### config.mk
export PLATFORM = sky130hd
export DESIGN_NAME = display_fetch_responder
export DESIGN_NICKNAME = d
export VERILOG_FILES = /design/src/rtl/display_fetch_pkg.sv /design/src/rtl/fetch_line_buffer.sv /design/src/rtl/display_fetch_responder.sv
export SDC_FILE = /design/constraint.sdc
export NUM_CORES = 1
export LEC_CHECK = 0
export BUFFER_PORTS_ARGS = -buffer_cell sky130_fd_sc_hd__buf_2
export CAP_MARGIN = 20
export CORE_AREA = 2 2 97 99
export DETAILED_ROUTE_END_ITERATION = 6
export DIE_AREA = 0 0 99 101
export PLACE_DENSITY_LB_ADDON = 0.15
export SYNTH_ARGS = -nofsm -noshare
export SYNTH_HDL_FRONTEND = slang
export SYNTH_SLANG_ARGS = --single-unit
### constraint.sdc
create_clock -name clk -period 2.55 [get_ports clk]
set_input_delay 0 -clock clk [delete_from_list [all_inputs] [get_ports clk]]
set_output_delay 0 -clock clk [all_outputs]
set_load 0.05 [all_outputs]
### src/rtl/display_fetch_pkg.sv
// Shared types and helpers for the display fetch responder: FSM states,
// line geometry helpers and the burst base address function.
package display_fetch_pkg;

  localparam int DEF_ADDR_W    = 22;
  localparam int DEF_BURST_LEN = 4;

  typedef enum logic [2:0] {
    ST_IDLE,
    ST_MISS_REQ,
    ST_FILL,
    ST_RESPOND,
    ST_ACKED
  } fetch_state_t;

  function automatic int idx_width(input int burst_len);
    return $clog2(burst_len);
  endfunction

  // Byte address bit 0 selects within a word, so the tag starts above the word index.
  function automatic int tag_width(input int addr_w, input int burst_len);
    return addr_w - $clog2(burst_len) - 1;
  endfunction

  function automatic logic [31:0] aligned_base(input logic [31:0] addr, input int burst_len);
    logic [31:0] mask;
    mask = 32'(2 * burst_len) - 32'd1;
    return addr & ~mask;
  endfunction

endpackage

### src/rtl/fetch_line_buffer.sv
// One cached line: a small register file written by the fill beat counter,
// read by word index, plus the line's valid bit and tag with a hit compare.
module fetch_line_buffer #(
  parameter int TAG_W = 19,
  parameter int IDX_W = 2
) (
  input  logic             i_clk,
  input  logic             i_rst_n,
  input  logic             i_we,
  input  logic [IDX_W-1:0] i_widx,
  input  logic [15:0]      i_wdata,
  input  logic [IDX_W-1:0] i_ridx,
  output logic [15:0]      o_rdata,
  input  logic             i_load_tag,
  input  logic [TAG_W-1:0] i_tag,
  input  logic             i_set_valid,
  input  logic             i_clr_valid,
  output logic             o_hit
);

  localparam int DEPTH = 1 << IDX_W;

  logic [15:0]      r_mem [DEPTH];
  logic             r_valid;
  logic [TAG_W-1:0] r_tag;

  // Data storage is left unreset; the valid bit alone guards it.
  always_ff @(posedge i_clk) begin
    if (i_we) r_mem[i_widx] <= i_wdata;
  end

  always_ff @(posedge i_clk or negedge i_rst_n) begin
    if (!i_rst_n) begin
      r_valid <= 1'b0;
      r_tag   <= '0;
    end else begin
      if (i_clr_valid)      r_valid <= 1'b0;
      else if (i_set_valid) r_valid <= 1'b1;
      if (i_load_tag) r_tag <= i_tag;
    end
  end

  assign o_rdata = r_mem[i_ridx];
  assign o_hit   = r_valid && (r_tag == i_tag);

endmodule

### src/rtl/display_fetch_responder.sv
// Word-read responder for the display file decoder: serves hits from a single
// line buffer and refills it with one aligned RAM burst on a miss.
module display_fetch_responder
  import display_fetch_pkg::*;
#(
  parameter int ADDR_W    = DEF_ADDR_W,
  parameter int BURST_LEN = DEF_BURST_LEN
) (
  input  logic              clk,
  input  logic              reset_n,
  input  logic [ADDR_W-1:0] address,
  input  logic              as,
  output logic [15:0]       din,
  output logic              bus_ack,
  input  logic              flush,
  output logic [ADDR_W-1:0] ram_addr,
  output logic              ram_req,
  input  logic              ram_ack,
  input  logic [15:0]       ram_data,
  input  logic              ram_valid,
  output fetch_state_t      o_dbg_state
);

  localparam int IDX_W = idx_width(BURST_LEN);
  localparam int TAG_W = tag_width(ADDR_W, BURST_LEN);
  localparam logic [IDX_W-1:0] LAST_BEAT = IDX_W'(BURST_LEN - 1);

  // Handshakes: the decoder holds as until it samples a one-cycle bus_ack;
  // ram_req stays high until sampled with ram_ack, then each ram_valid cycle
  // carries exactly one beat, BURST_LEN beats per burst in ascending order.

  fetch_state_t r_state, w_next;

  logic [15:0]       r_din;
  logic              r_bus_ack;
  logic              r_ram_req;
  logic [ADDR_W-1:0] r_ram_addr;
  logic [IDX_W-1:0]  r_count;
  logic [IDX_W-1:0]  r_idx;
  logic              r_flush_pend;

  logic [TAG_W-1:0] w_tag;
  logic [IDX_W-1:0] w_idx;
  logic [IDX_W-1:0] w_rd_idx;
  logic [15:0]      w_rdata;
  logic             w_hit;
  logic             w_miss;
  logic             w_hit_ack;
  logic             w_resp;
  logic             w_beat;
  logic             w_complete;
  logic             w_load_din;
  logic             w_in_miss;

  assign w_tag      = address[ADDR_W-1:IDX_W+1];
  assign w_idx      = address[IDX_W:1];
  assign w_rd_idx   = (r_state == ST_IDLE) ? w_idx : r_idx;
  assign w_load_din = w_hit_ack || w_resp;
  assign w_in_miss  = (r_state == ST_MISS_REQ) || (r_state == ST_FILL);

  fetch_line_buffer #(
    .TAG_W (TAG_W),
    .IDX_W (IDX_W)
  ) u_line (
    .i_clk       (clk),
    .i_rst_n     (reset_n),
    .i_we        (w_beat),
    .i_widx      (r_count),
    .i_wdata     (ram_data),
    .i_ridx      (w_rd_idx),
    .o_rdata     (w_rdata),
    .i_load_tag  (w_miss),
    .i_tag       (w_tag),
    .i_set_valid (w_complete && !r_flush_pend && !flush),
    .i_clr_valid (flush || w_miss),
    .o_hit       (w_hit)
  );

  always_ff @(posedge clk or negedge reset_n) begin
    if (!reset_n) r_state <= ST_IDLE;
    else          r_state <= w_next;
  end

  always_comb begin
    w_next     = r_state;
    w_miss     = 1'b0;
    w_hit_ack  = 1'b0;
    w_resp     = 1'b0;
    w_beat     = 1'b0;
    w_complete = 1'b0;
    case (r_state)
      ST_IDLE: begin
        if (as) begin
          // A flush in the lookup cycle forces the miss path.
          if (w_hit && !flush) begin
            w_hit_ack = 1'b1;
            w_next    = ST_ACKED;
          end else begin
            w_miss = 1'b1;
            w_next = ST_MISS_REQ;
          end
        end
      end
      ST_MISS_REQ: begin
        w_beat = ram_valid;
        if (ram_valid && (r_count == LAST_BEAT)) begin
          w_complete = 1'b1;
          w_next     = ST_RESPOND;
        end else if (ram_ack) begin
          w_next = ST_FILL;
        end
      end
      ST_FILL: begin
        w_beat = ram_valid;
        if (ram_valid && (r_count == LAST_BEAT)) begin
          w_complete = 1'b1;
          w_next     = ST_RESPOND;
        end
      end
      ST_RESPOND: begin
        w_resp = 1'b1;
        w_next = ST_ACKED;
      end
      ST_ACKED: w_next = ST_IDLE;
      default:  w_next = ST_IDLE;
    endcase
  end

  always_ff @(posedge clk or negedge reset_n) begin
    if (!reset_n) begin
      r_din        <= '0;
      r_bus_ack    <= 1'b0;
      r_ram_req    <= 1'b0;
      r_ram_addr   <= '0;
      r_count      <= '0;
      r_idx        <= '0;
      r_flush_pend <= 1'b0;
    end else begin
      r_bus_ack <= w_load_din;
      if (w_load_din) r_din <= w_rdata;

      if (w_miss) begin
        r_ram_req  <= 1'b1;
        r_ram_addr <= ADDR_W'(aligned_base(32'(address), BURST_LEN));
        r_idx      <= w_idx;
      end else if ((r_state == ST_MISS_REQ) && (ram_ack || w_complete)) begin
        r_ram_req <= 1'b0;
      end

      if (w_beat) r_count <= (r_count == LAST_BEAT) ? '0 : r_count + IDX_W'(1);

      // A flush mid-burst must leave the refilled line invalid.
      if (w_complete)             r_flush_pend <= 1'b0;
      else if (flush && w_in_miss) r_flush_pend <= 1'b1;
    end
  end

  assign din         = r_din;
  assign bus_ack     = r_bus_ack;
  assign ram_req     = r_ram_req;
  assign ram_addr    = r_ram_addr;
  assign o_dbg_state = r_state;

endmodule

==> results of run 1 <==
-- cell families (layout without fill, tap and decap cells) --
family / Yosys count / after routing / share of synthesized area [%]
xor+xnor: 20 / 20 / 3.82
flops: 110 / 110 / 67.0
mux: 54 / 54 / 13.1
compound gates: 45 / 45 / 6.41
simple gates: 48 / 48 / 5.32
other cells: 1 / 3 / 0.0818
buf+inv: 20 / 156 / 3.22
fa+ha+maj: 4 / 4 / 1.09
-- stage by stage --
stage               area, um2  power [mW]  utilization (%)  hold WS, ns
floorplan                4590        5.43                -       -0.296
global route             5730        7.49             63.9        0.122
detailed placement       5160        6.17             57.4      0.00657
CTS                      5730        7.13             63.9       0.0852
global placement         5160        6.10             57.4      0.00168
finish                   5730        7.06             63.9        0.105
-- flip-flops by register name, summed over array words and instances (netlist names) --
| register | flops |
|---|---|
| din | 16 |
| r_flush_pend | 1 |
| bus_ack | 1 |
| u_line.r_tag | 19 |
| u_line.r_mem | 64 |
| o_dbg_state | 3 |
| r_count | 2 |
| ram_req | 1 |
| u_line.r_valid | 1 |
| r_idx | 2 |
-- cell usage in the layout, fill, tap and decap left out --
| master | count |
|---|---|
| or4b_4 | 1 |
| clkinvlp_4 | 1 |
| nor3_1 | 1 |
| nor3b_1 | 2 |
| buf_2 | 82 |
| mux2i_1 | 16 |
| buf_4 | 12 |
| or4b_2 | 1 |
| dlygate4sd3_1 | 41 |
| ha_1 | 4 |
| o21ai_0 | 4 |
| clkinv_4 | 2 |
| buf_12 | 3 |
| a22oi_1 | 16 |
| nor2_1 | 5 |
| nand3_1 | 1 |
| edfxtp_1 | 64 |
| xnor2_1 | 3 |
| inv_6 | 1 |
| xor2_1 | 17 |
| o21bai_2 | 1 |
| inv_1 | 3 |
| o31ai_4 | 1 |
| mux2_2 | 35 |
| a31oi_1 | 1 |
| dfrtp_1 | 46 |
| nand2_1 | 23 |
| conb_1 | 3 |
| a21oi_1 | 20 |
| and2_1 | 6 |
| or2b_1 | 1 |
| nand4_1 | 1 |
| o31ai_1 | 2 |
| mux2_4 | 3 |
| nand3b_1 | 1 |
| clkbuf_1 | 2 |
| clkbuf_8 | 9 |
| nand2b_1 | 1 |
| nor4_1 | 4 |
-- power by group through the flow --
stage	Combinational [mW]	Sequential, mW	Clock, mW
after global routing	3.72	2.77	1.01
after global placement	3.39	2.71	0
after floorplan	1.63	3.80	0
final	3.45	2.70	0.906
after detailed placement	3.43	2.74	0
after CTS	3.49	2.70	0.941
-- final cells by class --
type | count | area [um2] | share of cell area (%)
multi-input cells | 174 | 1370 | 24.0
well taps | 111 | 139 | 2.42
repair buffers | 138 | 971 | 16.9
flip-flops and latches | 110 | 3070 | 53.6
clock inverters | 4 | 33.8 | 0.589
inverters | 3 | 11.3 | 0.196
clock buffers | 11 | 131 | 2.29
-- worst min-delay path: stages --
cell     delay, ns
buf_2         0.11
nand2_1       0.08
nor2_1        0.04
a21oi_1       0.12
o21ai_0       0.08
-- final timing paths --
kind,start,end,slack (ns),cells after the start
setup / recovery,o_dbg_state[1],din[9],0.31,6
hold / removal,ram_valid,o_dbg_state[0],0.10,5
setup reg to reg,o_dbg_state[1],din[9],0.31,6
hold reg to reg,din[11],din[11],0.51,1
max in group asynchronous,reset_n,din[1],1.77,3
min in group asynchronous,reset_n,din[15],0.14,2
-- layer usage --
layer  up-vias  share of wire [%]  track usage, %
met5         -                  0               0
met4         0                1.5            6.22
met3        10                4.7            5.06
met2        71                 52            33.0
met1      1381                 42            21.8
li1       1369                  -               -
-- timing repair --
item                                   4_1_cts  5_1_grt
resized for setup                            0        0
endpoints found under the hold margin      107        0
hold buffers                                41        0
==> metrics.md, run 1 <==
| Metric | Value |
|---|---|
| CTS H-Tree Depth | `3` |
| Routed wire length | `roughly 8600 um` |
| Die Area | `approximately 0.010 mm2` |
| Gate power share | `48.9%` |
| Worst Setup Slack, final | `just over 0.3 ns` |
| Die H | `just over 100 um` |
| Starting density of the core | `around half` |
| Remaining antenna violation count | `0` |
| Vias in the first global route | `2939` |
| Fin nets | `484` |
| Clock skew | `0.00763 ns` |
| Num ports | `87` |
| Mean routed wirelength per cell | `around 16 um` |
| P_sw | `3.09 mW` |
| Outcome | `completed` |
| Placed Cells | `approximately 500` |
| Sink Count | `110` |
| Core Region | `between 0.008 and 0.009 mm2` |
| Clk_lat worst skew | `around 0.36 ns` |
| First-pass GRT wire length | `roughly 14000 um` |
| CP max FO | `32` |
| Post-synth top cells | `64 x edfxtp_1, 46 x dfrtp_1, 35 x mux2_2` |
| Largest net degree at the start of global routing | `33` |
| Crit share post-route | `between 80% and 90%` |
| Pins Over Slew Limit | `0` |
| RSZ-0062 raised after global routing | `false` |
| # DRC | `0` |
| Hold crit path type | `in2reg` |
| CP Class | `reg2reg` |
| Synth Register Bits | `110` |
| Mapped cell area | `about 0.0046 mm2` |
| Worst-path cell chain | `or4b_4 -> and2_1 -> buf_4 -> mux2i_1 -> a22oi_1 -> mux2_4` |
| Antenna violations before repair | `0` |
| Placer congestion estimate | `around 0.75` |
| Slew @ Worst Pin | `0.618 ns` |
| Fin. Hold Viols | `0` |
| Int Power | `3.97 mW` |
| Starting DRT DRC Count | `78` |
| CTS Buf Count | `9` |
| Share of layout cells above drive strength 1 | `approximately 35%` |
| Pwr Density | `between 1000 and 1500 mW/mm2` |
| Netlist cell types | `36` |
| Minimum clock period | `2.24 ns` |
| Mean post-synth cell area | `roughly 15 um2` |
| DP HPWL | `5630 um` |
| Vias per cell | `5.14` |
| Slowest stage delay, CP | `about 0.57 ns` |
| Synth Warn # | `0` |
| Pre-CTS setup slack | `0.317 ns` |
| CP Buf/Inv Count | `1` |
| Async set-reset flop share out of synthesis | `between 40% and 50%` |
| Area Overhead vs Synth | `25.0%` |
| Reg clk slew, reported paths | `about 0.09 ns` |
| Most used DFF post-synth | `edfxtp_1` |
| Cells after Synth | `302` |
| Die width | `99 um` |
| Sw Ratio | `between 40% and 50%` |
| Type of origin of the critical path | `flop` |
| # port buffers | `between 80 and 90` |
| Rows | `35` |
| Top-count cell post-synth | `edfxtp_1` |
| Root buffer cell | `clkbuf_8` |
| Relative slew slack | `between 50% and 60%` |
| Total negative slack | `0 ns` |
| Number of setup buffers added after CTS | `0` |
| Max cap viols | `0` |
| GRT overflow | `0` |
| Fmax | `0.446 GHz` |
| Power share of the clock group | `12.8%` |
| Non-filler cells in the finished layout | `around 550` |
| N_diodes | `0` |
| Post-synth EDFFs | `between 60 and 70` |
| TritonCTS clock tree | `yes` |
| Pre-antenna DRT Iters | `4` |
| Critical path's top delay family | `simple AND/OR/NAND/NOR gates` |
| Via count | `about 2800` |
| Clock buffer depth | `2` |
| Synth area leaders | `edfxtp_1 42%, dfrtp_1 25%, mux2_2 8.6%, mux2i_1 3.5%, xor2_1 3.2%` |
| Worst setup EP type | `flop` |
| Total GRT Usage | `a little under a fifth` |
| Arr. time, crit path | `approximately 2.5 ns` |
| Slowest CP cell | `or4b_4` |
| Sequential-to-total area share from yosys stat | `67.0%` |
| Synth top area share | `41.9%` |
| Setup Viol. Count Final | `0` |
| Leakage | `2.38 nW` |
| Fillers | `674` |
| Synth area leader | `edfxtp_1` |
| Peak supply drop | `0.954 mV` |
| Critical Path RT | `about 2.8 ns` |
| Flop pwr share | `around two fifths` |
Note: power is estimated with default switching activity, not from simulation.
==> run 2: changes to the inputs <==
ABC_AREA = 1   (was default)
CORE_AREA = 2 2 101 103   (was 2 2 97 99)
DIE_AREA = 0 0 103 105   (was 0 0 99 101)
==> metrics.md, run 2 <==
| Metric | Value |
|---|---|
| Fin nets | `667 (was 484)` |
| R2R setup slack | `0.80 ns (was 0.31 ns)` |
| Max cap viols | `0 (unchanged)` |
| Routed wire length | `9640 um (was 8640 um)` |
| First-pass GRT wire length | `15500 um (was 14300 um)` |
| Non-filler cells in the finished layout | `757 (was 551)` |
| Critical Path RT | `2.80 ns (about the same)` |
| Number of setup buffers added after CTS | `0 (unchanged)` |
| Met3 Resource Use GR | `4.68% (was 5.06%)` |
| TritonCTS clock tree | `yes (unchanged)` |
| Pre-CTS setup slack | `0.801 ns (was 0.317 ns)` |
| Total negative slack | `0 ns (unchanged)` |
| Arr. time, crit path | `2.00 ns (was 2.49 ns)` |
| Placer congestion estimate | `0.774 (was 0.749)` |
| Worst Setup Slack, final | `0.801 ns (was 0.307 ns)` |
| GRT overflow | `0 (unchanged)` |
| WHS | `0.0344 ns (was 0.105 ns)` |
| Outcome | `completed (unchanged)` |
| Hold crit path type | `in2reg (unchanged)` |
| Slowest stage delay, CP | `0.40 ns (was 0.57 ns)` |
| Sequential-to-total area share from yosys stat | `61.9% (was 67.0%)` |
| Sink Count | `110 (unchanged)` |
| # port buffers | `82 (unchanged)` |
| Total GRT Usage | `18.4% (was 18.6%)` |
| N_diodes | `0 (unchanged)` |
| Reg clk slew, reported paths | `0.10 ns (was 0.09 ns)` |
| Largest family of logic cells by synthesized area | `simple AND/OR/NAND/NOR gates (was multiplexers)` |
| Share of layout cells above drive strength 1 | `20.5% (was 34.5%)` |
| Worst setup EP type | `flop (unchanged)` |
| Area Overhead vs Synth | `22.7% (was 25.0%)` |
| Clk_lat worst skew | `0.37 ns (was 0.36 ns)` |
| Starting DRT DRC Count | `181 (was 78)` |
| Pwr Density | `1220 mW/mm2 (was 1230 mW/mm2)` |
| Top-count cell post-synth | `nand2_1 (was edfxtp_1)` |
| Netlist cell types | `28 (was 36)` |
| Most frequent CP cell | `nand2_1` |
| CP Class | `reg2reg (unchanged)` |
| Minimum clock period | `1.75 ns (was 2.24 ns)` |
| Largest register FFs | `64 (unchanged)` |
| Synth area leader | `edfxtp_1 (unchanged)` |
| Post-synth top cells | `163 x nand2_1, 78 x inv_1, 64 x edfxtp_1 (was 64 x edfxtp_1, 46 x dfrtp_1, 35 x mux2_2)` |
| Crit share post-route | `68.6% (was 88.0%)` |
| Most used DFF post-synth | `edfxtp_1 (unchanged)` |
| XOR/XNOR share of the synthesized area | `0.353% (was 3.82%)` |
| GR Util met2 | `30.2% (was 33.0%)` |
| Clock skew | `0.0142 ns (was 0.00763 ns)` |
| Vias in the first global route | `3353 (was 2939)` |
| CTS Buf Count | `9 (unchanged)` |
| Area fraction in compound gates after synthesis | `9.35% (was 6.41%)` |
| Synth top area share | `38.7% (was 41.9%)` |
| Die Area | `0.0108 mm2 (was 0.0100 mm2)` |
| Mapped cell area | `0.00496 mm2 (was 0.00459 mm2)` |
| Rows | `36 (was 35)` |
| CTS H-Tree Depth | `3 (unchanged)` |
| Peak supply drop | `0.719 mV (was 0.954 mV)` |
| Fillers | `780 (was 674)` |
| Core Region | `0.00964 mm2 (was 0.00898 mm2)` |
| Synth area leaders | `edfxtp_1 39%, dfrtp_1 23%, nand2_1 12%, inv_1 5.9%, o211ai_1 3.3% (was edfxtp_1 42%, dfrtp_1 25%, mux2_2 8.6%, mux2i_1 3.5%, xor2_1 3.2%)` |
| Cells after Synth | `492 (was 302)` |
| Clock buffer depth | `2 (unchanged)` |
| M1 GR Usage | `24.2% (was 21.8%)` |
| Mean routed wirelength per cell | `12.7 um (was 15.7 um)` |
| Most common cell after layout, fill and taps aside | `nand2_1 (was buf_2)` |
| GRT Max-Usage Layer | `met2 (unchanged)` |
| Starting density of the core | `51.5% (was 51.1%)` |
| Multiplexer area fraction after synthesis | `0% (was 13.1%)` |
| Pins Over Slew Limit | `0 (unchanged)` |
| Vias per cell | `4.76 (was 5.14)` |
| Antenna violations before repair | `0 (unchanged)` |
| Most frequent cells in the layout | `163 x nand2_1, 82 x buf_2, 78 x inv_1 (was 82 x buf_2, 64 x edfxtp_1, 46 x dfrtp_1)` |
| CP Buf/Inv Count | `2 (was 1)` |
| Critical path's top delay family | `simple AND/OR/NAND/NOR gates (unchanged)` |
| Die width | `103 um (was 99 um)` |
| DP HPWL | `6290 um (was 5630 um)` |
| Async set-reset flop share out of synthesis | `41.8% (unchanged)` |
| Via count | `3600 (was 2831)` |
| Leakage | `2.94 nW (was 2.38 nW)` |
| Slowest CP cell | `dfrtp_1 (was or4b_4)` |
| Largest net degree at the start of global routing | `65 (was 33)` |
| Setup Viol. Count Final | `0 (unchanged)` |
| Pre-antenna DRT Iters | `5 (was 4)` |
| Fin. Hold Viols | `0 (unchanged)` |
| Post-synth EDFFs | `64 (unchanged)` |
| Die H | `105 um (was 101 um)` |
| Synth Register Bits | `110 (unchanged)` |
| CP max FO | `20 (was 32)` |
| Most flops, register | `u_line.r_mem (unchanged)` |
| Synth Area in Simple Gates | `17.8% (was 5.32%)` |
| Mean post-synth cell area | `10.1 um2 (was 15.2 um2)` |
| Final Util | `63.1% (was 63.9%)` |
| RSZ-0062 raised after global routing | `false (unchanged)` |
| Root buffer cell | `clkbuf_8 (unchanged)` |
| Type of origin of the critical path | `flop (unchanged)` |
| # DRC | `0 (unchanged)` |
| Remaining antenna violation count | `0 (unchanged)` |
| Adder-cell share of the synthesized area | `1.01% (was 1.09%)` |
| Placed Cells | `700 (was 495)` |
| Synth Warn # | `0 (unchanged)` |
| Fmax | `0.572 GHz (was 0.446 GHz)` |
| Num ports | `87 (unchanged)` |
| Worst-path cell chain | `inv_1 -> nand2_1 -> nand2_1 -> nor2_1 -> nand2_1 -> nor2_2 -> nand3_1 -> nand3_2 -> buf_4 -> o21ai_0 (was or4b_4 -> and2_1 -> buf_4 -> mux2i_1 -> a22oi_1 -> mux2_4)` |
## run 2: cell types whose count changed in the layout (fill, tap and decap cells not counted), sizes merged, moves of 19 or more
cell    previous run  this run
inv                4        82
mux2              38         0
nand2             23       167
o21ai              4        26
nor2               5        24
nand3              1        20
o211ai             0        32
## run 2: cell type report
type	count	area, um2	area share, %
Sequential cell	110	3070	50.5
Multi-Input combinational cell	286	1430	23.5
Timing Repair Buffer	131	903	14.8
Inverter	81	304	4.99
Tap cell	133	166	2.73
Clock buffer	10	128	2.10
Clock inverter	6	85.1	1.40
## run 2: kinds of logic after synthesis
family	after synthesis
and+or+nand+nor	215
DFF	110
buffers and inverters	98
AOI/OAI and AO/OA	62
other	1
xor gates and xnor gates	2
adders and majority gates	4
## run 2: metal layers
| metal | wire [um] | vias to the layer above |
|---|---|---|
| met3 | 578 | 7 |
| met1 | 4400 | 1661 |
| met5 | 0 | - |
| li1 | - | 1825 |
| met2 | 4570 | 107 |
| met4 | 93 | 0 |
## run 2: worst min-delay path, delay by kind of cell
| kind | cells | cell delay, ns |
|---|---|---|
| AO/OA/AOI/OAI | 1 | 0.10 |
| AND/OR/NAND/NOR | 1 | 0.04 |
| buffers and inverters | 2 | 0.22 |
## run 2: final timing paths
path | from | end | depth (start not counted)
max in group asynchronous | reset_n | u_line.r_tag[11] | 3
worst max register to register | u_line.r_tag[2] | u_line.r_tag[12] | 10
worst min register to register | din[9] | din[9] | 2
worst min-delay path | ram_valid | o_dbg_state[1] | 4
min in group asynchronous | reset_n | u_line.r_tag[16] | 2
worst max-delay path | u_line.r_tag[2] | u_line.r_tag[12] | 10
## run 2: what timing repair did
action / in CTS / in global routing
endpoints found under the hold margin: 135 / 0
hold buffers: 40 / 0
resized for setup: 0 / 0
## run 2: where the power goes
| part | switching (mW) | internal [mW] |
|---|---|---|
| clock network | 0.562 | 0.553 |
| logic | 2.64 | 1.00 |
| registers | 0.272 | 2.37 |
| total | 3.48 | 3.93 |
## run 2: through the flow
step | area (um2) | power (mW)
after floorplan | 4970 | 5.58
after global placement | 5450 | 6.20
after detailed placement | 5450 | 6.30
after CTS | 6070 | 7.47
after global routing | 6090 | 7.95
final | 6090 | 7.40
